===== src/rtl/pixel_port_arbiter_pkg.sv =====
// Shared constants and types for the VGA pixel-port arbiter and its sub-blocks.
package pixel_port_arbiter_pkg;
   localparam int NUM_REQ    = 3;
   localparam int REQ_DRAW   = 0;
   localparam int REQ_RAM    = 1;
   localparam int REQ_CURSOR = 2;
   localparam int COLOUR_W   = 9;

   typedef enum logic {
      IDLE = 1'b0,
      OWN  = 1'b1
   } state_t;

   // One spare bit above the minimum so coordinates have headroom.
   function automatic int coord_w(input int extent);
      return $clog2(extent) + 1;
   endfunction
endpackage


===== src/rtl/pixel_port_arbiter_if.sv =====
// Requester-side bus into the pixel-port arbiter and the VGA-side pixel outputs.
interface pixel_port_arbiter_if #(
   parameter int XW = 10,
   parameter int YW = 9
);
   import pixel_port_arbiter_pkg::*;

   logic [NUM_REQ-1:0]          iReq;
   logic [NUM_REQ-1:0]          iValid;
   logic [NUM_REQ*XW-1:0]       iX;
   logic [NUM_REQ*YW-1:0]       iY;
   logic [NUM_REQ*COLOUR_W-1:0] iColour;
   logic [NUM_REQ-1:0]          oGrant;
   logic [NUM_REQ-1:0]          oAccept;
   logic [XW-1:0]               oX_pixel;
   logic [YW-1:0]               oY_pixel;
   logic [COLOUR_W-1:0]         oColour;
   logic                        oPlot;
   logic                        oBusy;

   modport master (
      output iReq, iValid, iX, iY, iColour,
      input  oGrant, oAccept, oX_pixel, oY_pixel, oColour, oPlot, oBusy
   );

   modport slave (
      input  iReq, iValid, iX, iY, iColour,
      output oGrant, oAccept, oX_pixel, oY_pixel, oColour, oPlot, oBusy
   );
endinterface


===== src/rtl/pixel_port_arbiter_rr_pick3.sv =====
// Combinational 3-way round-robin picker: scans last+1, last+2, last+3 (mod 3).
module rr_pick3 (
   input  logic [2:0] req,
   input  logic [1:0] last,
   output logic [2:0] pick
);
   always_comb begin
      pick = 3'b000;
      case (last)
         2'd0: begin
            if      (req[1]) pick = 3'b010;
            else if (req[2]) pick = 3'b100;
            else if (req[0]) pick = 3'b001;
         end
         2'd1: begin
            if      (req[2]) pick = 3'b100;
            else if (req[0]) pick = 3'b001;
            else if (req[1]) pick = 3'b010;
         end
         default: begin
            if      (req[0]) pick = 3'b001;
            else if (req[1]) pick = 3'b010;
            else if (req[2]) pick = 3'b100;
         end
      endcase
   end
endmodule


===== src/rtl/pixel_port_arbiter.sv =====
// Burst-owning round-robin arbiter for the single VGA pixel-write port,
// with a burst cap so a long restore cannot starve the cursor.
module pixel_port_arbiter
   import pixel_port_arbiter_pkg::*;
#(
   parameter int SCREEN_WIDTH  = 320,
   parameter int SCREEN_HEIGHT = 240,
   parameter int MAX_BURST     = 64
) (
   input  logic                 iClk,
   input  logic                 iReset,
   pixel_port_arbiter_if.slave  bus
);
   localparam int XW = coord_w(SCREEN_WIDTH);
   localparam int YW = coord_w(SCREEN_HEIGHT);
   localparam int CW = $clog2(MAX_BURST + 1);
   localparam logic [CW-1:0] CNT_MAX = CW'(MAX_BURST);

   state_t               r_state;
   logic [NUM_REQ-1:0]   r_grant;
   logic [1:0]           r_last;
   logic [CW-1:0]        r_cnt;
   logic [XW-1:0]        r_x;
   logic [YW-1:0]        r_y;
   logic [COLOUR_W-1:0]  r_colour;
   logic                 r_plot;
   logic                 r_busy;

   logic [NUM_REQ-1:0]   w_pick;
   logic [NUM_REQ-1:0]   w_accept;
   logic                 w_own_req;
   logic                 w_other_req;
   logic                 w_preempt;
   logic [1:0]           w_owner;
   logic [XW-1:0]        w_x;
   logic [YW-1:0]        w_y;
   logic [COLOUR_W-1:0]  w_colour;

   rr_pick3 u_pick (
      .req  (bus.iReq),
      .last (r_last),
      .pick (w_pick)
   );

   assign w_own_req   = |(r_grant & bus.iReq);
   assign w_other_req = |(~r_grant & bus.iReq);
   // Preempting owner keeps its pixel: the accept is suppressed in that cycle.
   assign w_preempt   = (r_state == OWN) && (r_cnt == CNT_MAX) && w_other_req;
   assign w_accept    = r_grant & bus.iValid & {NUM_REQ{~w_preempt}};

   always_comb begin
      w_owner = 2'd0;
      if (r_grant[REQ_RAM])    w_owner = 2'd1;
      if (r_grant[REQ_CURSOR]) w_owner = 2'd2;
   end

   always_comb begin
      w_x      = '0;
      w_y      = '0;
      w_colour = '0;
      for (int i = 0; i < NUM_REQ; i++) begin
         if (w_accept[i]) begin
            w_x      = w_x      | bus.iX[i*XW +: XW];
            w_y      = w_y      | bus.iY[i*YW +: YW];
            w_colour = w_colour | bus.iColour[i*COLOUR_W +: COLOUR_W];
         end
      end
   end

   always_ff @(posedge iClk) begin
      if (iReset) begin
         r_state  <= IDLE;
         r_grant  <= '0;
         r_last   <= 2'd2;
         r_cnt    <= '0;
         r_x      <= '0;
         r_y      <= '0;
         r_colour <= '0;
         r_plot   <= 1'b0;
         r_busy   <= 1'b0;
      end else begin
         r_plot <= |w_accept;
         if (|w_accept) begin
            r_x      <= w_x;
            r_y      <= w_y;
            r_colour <= w_colour;
         end
         case (r_state)
            IDLE: begin
               if (|bus.iReq) begin
                  r_grant <= w_pick;
                  r_busy  <= 1'b1;
                  r_cnt   <= '0;
                  r_state <= OWN;
               end
            end
            OWN: begin
               if (|w_accept && r_cnt != CNT_MAX) r_cnt <= r_cnt + 1'b1;
               if (!w_own_req || w_preempt) begin
                  r_last  <= w_owner;
                  r_grant <= '0;
                  r_busy  <= 1'b0;
                  r_state <= IDLE;
               end
            end
            default: r_state <= IDLE;
         endcase
      end
   end

   assign bus.oGrant   = r_grant;
   assign bus.oAccept  = w_accept;
   assign bus.oX_pixel = r_x;
   assign bus.oY_pixel = r_y;
   assign bus.oColour  = r_colour;
   assign bus.oPlot    = r_plot;
   assign bus.oBusy    = r_busy;
endmodule

===== src/flat_wrapper.sv =====
// flat-port wrapper written by rule: the top's interface ports become plain ports
module pixel_port_arbiter_flat import pixel_port_arbiter_pkg::*;
#(
   parameter int SCREEN_WIDTH  = 320,
   parameter int SCREEN_HEIGHT = 240,
   parameter int MAX_BURST     = 64
)
  (iClk, iReset, bus_iReq, bus_iValid, bus_iX, bus_iY, bus_iColour, bus_oGrant, bus_oAccept, bus_oX_pixel, bus_oY_pixel, bus_oColour, bus_oPlot, bus_oBusy);
  pixel_port_arbiter_if bus_i ();
  input  logic iClk;
  input  logic iReset;
  input wire logic [$bits(bus_i.iReq)-1:0] bus_iReq;
  input wire logic [$bits(bus_i.iValid)-1:0] bus_iValid;
  input wire logic [$bits(bus_i.iX)-1:0] bus_iX;
  input wire logic [$bits(bus_i.iY)-1:0] bus_iY;
  input wire logic [$bits(bus_i.iColour)-1:0] bus_iColour;
  output wire logic [$bits(bus_i.oGrant)-1:0] bus_oGrant;
  output wire logic [$bits(bus_i.oAccept)-1:0] bus_oAccept;
  output wire logic [$bits(bus_i.oX_pixel)-1:0] bus_oX_pixel;
  output wire logic [$bits(bus_i.oY_pixel)-1:0] bus_oY_pixel;
  output wire logic [$bits(bus_i.oColour)-1:0] bus_oColour;
  output wire logic [$bits(bus_i.oPlot)-1:0] bus_oPlot;
  output wire logic [$bits(bus_i.oBusy)-1:0] bus_oBusy;
  assign bus_i.iReq = bus_iReq;
  assign bus_i.iValid = bus_iValid;
  assign bus_i.iX = bus_iX;
  assign bus_i.iY = bus_iY;
  assign bus_i.iColour = bus_iColour;
  assign bus_oGrant = bus_i.oGrant;
  assign bus_oAccept = bus_i.oAccept;
  assign bus_oX_pixel = bus_i.oX_pixel;
  assign bus_oY_pixel = bus_i.oY_pixel;
  assign bus_oColour = bus_i.oColour;
  assign bus_oPlot = bus_i.oPlot;
  assign bus_oBusy = bus_i.oBusy;
  pixel_port_arbiter #(.SCREEN_WIDTH(SCREEN_WIDTH), .SCREEN_HEIGHT(SCREEN_HEIGHT), .MAX_BURST(MAX_BURST)) u_core (.iClk(iClk), .iReset(iReset), .bus(bus_i));
endmodule

===== config.mk =====
export PLATFORM = sky130hd
export DESIGN_NAME = pixel_port_arbiter_flat
export DESIGN_NICKNAME = d
export VERILOG_FILES = /design/src/rtl/pixel_port_arbiter_pkg.sv /design/src/rtl/pixel_port_arbiter_if.sv /design/src/rtl/pixel_port_arbiter_rr_pick3.sv /design/src/rtl/pixel_port_arbiter.sv /design/src/flat_wrapper.sv
export SDC_FILE = /design/constraint.sdc
export NUM_CORES = 1
export LEC_CHECK = 0
export ABC_AREA = 1
export ABC_CLOCK_PERIOD_IN_PS = 2009
export CORE_ASPECT_RATIO = 1.25
export CORE_MARGIN = 1
export CORE_UTILIZATION = 25
export DETAILED_ROUTE_END_ITERATION = 10
export DONT_BUFFER_PORTS = 1
export PLACE_DENSITY_LB_ADDON = 0.15
export SKIP_CTS_REPAIR_TIMING = 1
export SLEW_MARGIN = 30
export SYNTH_ARGS = -nofsm -noshare
export SYNTH_HDL_FRONTEND = slang
export SYNTH_SLANG_ARGS = --single-unit

===== constraint.sdc =====
create_clock -name iClk -period 2.01 [get_ports iClk]
set_clock_uncertainty 0.1 [all_clocks]
set_input_delay 0.3015 -clock iClk [delete_from_list [all_inputs] [get_ports iClk]]
set_output_delay 0.3015 -clock iClk [all_outputs]
set_load 0.03 [all_outputs]

==> flow_summary.yaml, run 1 <==
finish:
  fillerInstances: 989
  drive_above_1_share_pct: 12.9
  fin_nets: 456
  area_growth_pct: 18.2
  diodes: 0
  final_cells: 483
  fin_area_sq_mm: 0.00271
clock_network:
  clock-sinks: 43
  cts_buffer_depth: 2
  cts_made_buffers: 5
  cts_root_buf: "clkbuf_8"
  clk_pin_slew_worst_paths_ns: 0.09
  worstSkewPairLatency_ns: 0.29
  cts_max_level: 2
  cts_tree: "done"
timing:
  setup_slack_ns: 0.0706
  tns_ns: 0
  finalSetupViolCount: 0
  min_period_ns: 1.94
  maxSlewViolCount: 0
  min_period_over_period_pct: 96.5
  slew_headroom_pct: 64.0
  worst_pin_slew_ns: 0.540
  hold_viol: 0
  max_freq_ghz: 0.516
floorplanning:
  core_sq_mm: 0.00880
  fp.dieW_microns: 87.6
  ioPinCount: 128
  initial_core_util_pct: 26.0
  dieArea_sq_mm: 0.00955
  num_rows: 38
  die_h_microns: 109
worst_setup_path:
  crit_arrival_ns: 1.54
  required_ns: 1.61
  critical_path.top_delay_family: "buffers and inverters"
  cp.depth: 9
  r2r_slack_ns: 0.18
  crit_type: "flip-flop to primary output"
  path_max_fanout: 6
  cpPeakStageDelay_ns: 0.34
  slowest_stage: "dfxtp_2"
  endpoint_kind: "primary output"
  critPathBufInv: 4
  cp_cell_sequence: "inv_2, ha_4, nand2_2, nor2_4, nand3_4, buf_6, nand2_4, inv_6, buf_12"
  cp-start-kind: "flip-flop"
  ff2ff_path_depth: 12
synthesis:
  synth-seq-cells: 43
  avgSynthCellArea_sq_um: 6.50
  post-synth-top-count-cell: "nand2_1"
  netlist_instances: 352
  synth.top_cells.by_count: "nand2_1, a21oi_1, dfxtp_1"
  synth_cell_types: 29
  synth_fp_nets: 446
  synthArstFlopShare_pct: 0
  synth_top_area_share_pct: 37.6
  syn_area_sq_mm: 0.00229
  seq_area_frac_synth_pct: 37.6
  yosysTopAreaCell: "dfxtp_1"
  synth-edff-count: 0
  synth_flop_cell: "dfxtp_1"
  ys_warn_count: 0
  synth_area_leaders: "dfxtp_1, nand2_1, a21oi_1"
power_and_ir_drop:
  internal-power_mw: 1.35
  p_leak_nw: 1.12
  p_seq_share_pct: 53.0
  switchingPower_mw: 0.660
  ir_worst_vdd_v: 0.000241
  combPwrFrac_pct: 16.4
  switching_share_pct: 32.8
  power_density_mw_per_mm2: 743
  power.total_mw: 2.01
  clockPowerShare_pct: 30.6
placement:
  dp.cells: 469
  place_area_sq_mm: 0.00245
  dp_hpwl_microns: 4940
  gp_congestion: 0.741
  place_worst_setup_slack_ns: 0.125
  numPortBuffers: 0
detailed_routing:
  drc_errors: 0
  finalWirelength_microns: 7050
  ant_nets: 0
  vias: 2288
  via_per_inst: 4.74
  drt-pass1-iter-count: 4
  wl_per_cell_microns: 14.6
  first_iter_violations: 87
global_route:
  grt_util_all_layers_pct: 14.2
  grt_pass1_vias: 2151
  grt_max_degree: 30
  grt_pass1_wl_microns: 10500
  overflow: 0
  antenna_found_initial: 0
hold_path:
  holdPathStages: 2
  worstHoldPathType: "input pin to flip-flop"
run:
  drv_cap: 0
run_status:
  status: "complete, no violations"
power by group through the flow:
stage,clock network [mW],logic [mW],registers [mW]
after floorplan,0,0.225,1.08
after global placement,0,0.293,1.09
after global routing,0.681,0.377,1.07
after CTS,0.647,0.295,1.07
after detailed placement,0,0.295,1.08
final,0.616,0.330,1.06
metrics by stage:
step | utilization, % | hold slack, ns
2_1_floorplan | - | 0.373
6_report | 30.8 | 0.0747
3_5_place_dp | 27.8 | 0.277
3_3_place_gp | 27.8 | 0.275
5_1_grt | 30.8 | 0.0774
4_1_cts | 29.0 | -0.0444
final cells by class:
class                   instances  area (sq um)  area share [%]
repair inverters                1          5.00           0.185
flip-flops and latches         43           865            31.9
inverters                      44           183            6.75
well taps                     120           150            5.55
multi-input cells             248          1210            44.9
clock buffers                   8           100            3.70
repair buffers                 19           189            6.98
cell families (layout without fill, tap and decap cells):
family,after synthesis,in the layout,synth area share [%]
compound gates,87,87,19.9
buf+inv,61,72,12.0
fa+ha+maj,2,2,1.09
xor+xnor,4,4,1.53
flops,43,43,37.6
simple gates,155,155,27.8
path summary, 6_finish.rpt:
check | end | start
max | bus_oAccept[1] | u_core.r_cnt[0]$_SDFFE_PP0P_
min | u_core.bus.oGrant[2]$_SDFFE_PP0P_ | bus_iReq[2]
max reg2reg | u_core.r_cnt[1]$_SDFFE_PP0P_ | u_core.r_cnt[0]$_SDFFE_PP0P_
min reg2reg | u_core.r_last[0]$_SDFFE_PP0P_ | u_core.r_last[0]$_SDFFE_PP0P_
cells in the final DEF, fill, tap and decap left out:
cell,count
buf_6,1
inv_2,2
inv_8,1
nand2_1,88
nand2_2,2
nor3b_1,1
clkbuf_1,1
o31ai_4,1
nand3_1,26
nand2_4,2
a21oi_1,49
dfxtp_1,40
buf_12,2
xnor2_1,2
clkinv_2,1
o21bai_1,1
a21oi_2,2
clkinv_1,1
inv_6,2
buf_4,15
o2111ai_1,1
nor2_4,1
nor2_1,29
clkbuf_16,1
a22o_1,1
xor2_1,2
nor2_2,1
inv_1,38
ha_4,1
dfxtp_2,3
nand3_4,1
or2_2,1
ha_1,1
nand4_1,3
clkbuf_8,7
o21ai_0,31
a31oi_1,1
state kept, by name (all words and copies together) (netlist names):
| signal | flops |
|---|---|
| u_core.bus.oBusy | 1 |
| u_core.bus.oColour | 9 |
| u_core.bus.oGrant | 3 |
| u_core.bus.oPlot | 1 |
| u_core.bus.oX_pixel | 10 |
| u_core.bus.oY_pixel | 9 |
| u_core.r_cnt | 7 |
| u_core.r_last | 2 |
| u_core.r_state | 1 |
layer usage:
layer	vias up	GRT usage, %	share of wire, %
met2	87	25.5	52
met1	1047	16.5	42
met5	-	0	0
li1	1148	-	-
met4	0	3.86	0.87
met3	6	3.63	5.6
worst reg2reg max path: stages, from the launching register on:
cell,delay (ns)
dfxtp_2,0.34
inv_2,0.08
ha_4,0.13
nand2_2,0.07
nor2_4,0.14
nand3_4,0.09
buf_6,0.15
nand2_2,0.11
nand2_1,0.09
nand2_1,0.20
nand3_1,0.11
nand2_1,0.08
nor2_1,0.04
Note: power is estimated with default switching activity, not from simulation.
==> run 2: changes to the inputs <==
CORE_UTILIZATION = 55   (was 25)
==> run 2 against run 1 <==
  * Total power is 4.4% lower
  * Critical endpoint is now bus_oAccept[2]
  * Critical path depth is 2 lower
  * Final cell count is 15% lower
  * Largest cell class unchanged
  * Combinational power is 8.2% lower
  * Register-to-register slack got worse by 0.07 ns
  * Sequential cell count unchanged
==> flow_summary.yaml, run 2 (synthesized netlist as in run 1, its figures left out) <==
clock_network:
  cts_buffer_depth: 2
  clock-sinks: 43
  cts_made_buffers: 5
  cts_root_buf: "clkbuf_8"
  cts_tree: "done"
  cts_max_level: 2
  worstSkewPairLatency_ns: 0.29
  clk_pin_slew_worst_paths_ns: 0.08
finish:
  utilization_pct: 64.8
  largest_register_ffs: 10
  diodes: 0
  final_cells: 409
  final_cell_mix: "nand2_1, a21oi_1, dfxtp_1, inv_1, o21ai_0"
  area_growth_pct: 9.84
  fin_nets: 449
  drive_above_1_share_pct: 9.01
  fin_area_sq_mm: 0.00251
  layout_commonest_cell: "nand2_1"
detailed_routing:
  via_per_inst: 5.58
  first_iter_violations: 98
  vias: 2283
  drt-pass1-iter-count: 4
  ant_nets: 0
  drc_errors: 0
  wl_per_cell_microns: 14.6
  finalWirelength_microns: 5960
timing:
  min_period_over_period_pct: 95.3
  max_freq_ghz: 0.522
  min_period_ns: 1.92
  hold_viol: 0
  setup_slack_ns: 0.0943
  maxSlewViolCount: 0
  rsz0062_at_grt: "yes"
  finalSetupViolCount: 0
  worst_pin_slew_ns: 0.947
  slew_headroom_pct: 36.7
floorplanning:
  fp.dieW_microns: 59.7
  num_rows: 25
  dieArea_sq_mm: 0.00443
  initial_core_util_pct: 59.0
  ioPinCount: 128
  die_h_microns: 74.1
  core_sq_mm: 0.00388
worst_setup_path:
  crit_arrival_ns: 1.51
  r2r_slack_ns: 0.11
  endpoint_kind: "primary output"
  cp-start-kind: "flip-flop"
  ff2ff_path_depth: 12
  r2r_end: "u_core.bus.oColour[2]$_SDFFE_PP0P_"
  r2r_start: "u_core.r_cnt[1]$_SDFFE_PP0P_"
  crit_type: "flip-flop to primary output"
  path_max_fanout: 17
  required_ns: 1.61
placement:
  gp_congestion: 0.844
  numPortBuffers: 0
  dp_hpwl_microns: 4260
  place_area_sq_mm: 0.00234
  dp.cells: 398
  place_worst_setup_slack_ns: 0.0895
run:
  drv_cap: 0
hold_path:
  worstHoldPathType: "input pin to flip-flop"
  worstHoldStart: "iReset"
  whs_endpoint: "u_core.r_last[1]$_SDFFE_PP1P_"
  holdPathStages: 2
global_route:
  antenna_found_initial: 0
  grt_util_all_layers_pct: 26.9
  overflow: 0
  grt_max_degree: 30
  grt_pass1_vias: 2047
  grt_pass1_wl_microns: 8910
power_and_ir_drop:
  power_density_mw_per_mm2: 764
  p_leak_nw: 1.07
  ir_worst_vdd_v: 0.000526
run_status:
  status: "complete, no violations"
[run 2: worst max-delay path by stage]
stage	depth (start not counted)	startpoint	slack (ns)	endpoint
2_1_floorplan	8	u_core.bus.oGrant[1]$_SDFFE_PP0P_	0.22	bus_oAccept[1]
3_3_place_gp	8	u_core.r_cnt[0]$_SDFFE_PP0P_	0.11	bus_oAccept[0]
3_5_place_dp	8	u_core.r_cnt[0]$_SDFFE_PP0P_	0.09	bus_oAccept[0]
4_1_cts	8	u_core.r_cnt[0]$_SDFFE_PP0P_	-0.24	bus_oAccept[0]
5_1_grt	7	u_core.r_cnt[1]$_SDFFE_PP0P_	-0.03	bus_oAccept[2]
6_report	7	u_core.r_cnt[1]$_SDFFE_PP0P_	0.09	bus_oAccept[2]
[run 2: power by group]
part	leakage [nW]	internal [mW]	switching, mW
clock network	0.0470	0.270	0.282
registers	0.352	0.916	0.151
logic	0.673	0.108	0.195
total	1.07	1.29	0.628
[run 2: cell type report]
| cell class | count | area (sq um) |
|---|---|---|
| inverter | 44 | 178 |
| timing repair buffer | 12 | 126 |
| sequential | 43 | 863 |
| tap | 54 | 67.6 |
| clock buffer | 6 | 82.6 |
| multi-input combinational | 248 | 1190 |
| clock inverter | 1 | 5.00 |
| fill | 372 | 1360 |
| timing repair inverter | 1 | 5.00 |
[run 2: stage by stage]
step | hold slack (ns) | power, mW | TNS, ns
after global placement | 0.274 | 1.36 | 0
after CTS | -0.0395 | 1.91 | -0.244
final | 0.0342 | 1.92 | 0
after global routing | 0.0285 | 2.03 | -0.115
after detailed placement | 0.277 | 1.37 | 0
after floorplan | 0.373 | 1.30 | 0
[run 2: critical path: stages (launching register included)]
cell     delay (ns)
dfxtp_2        0.33
inv_1          0.08
ha_1           0.14
nand2_1        0.08
nor2_4         0.14
nand3_4        0.12
nand2_1        0.21
inv_6          0.12
[run 2: layer usage]
metal  track usage [%]  vias up  wire length (microns)
met5                 0        -                      0
met1              29.6     1035                   2300
met4              11.4        0                     36
met2              46.8      111                   3100
met3              8.87        4                    525
li1                  -     1133                      -
==> run 3: changes to the inputs <==
CAP_MARGIN = 40   (was not set)
==> results of run 3 <==
The final DEF is identical to that of run 2; final timing and power are the same.
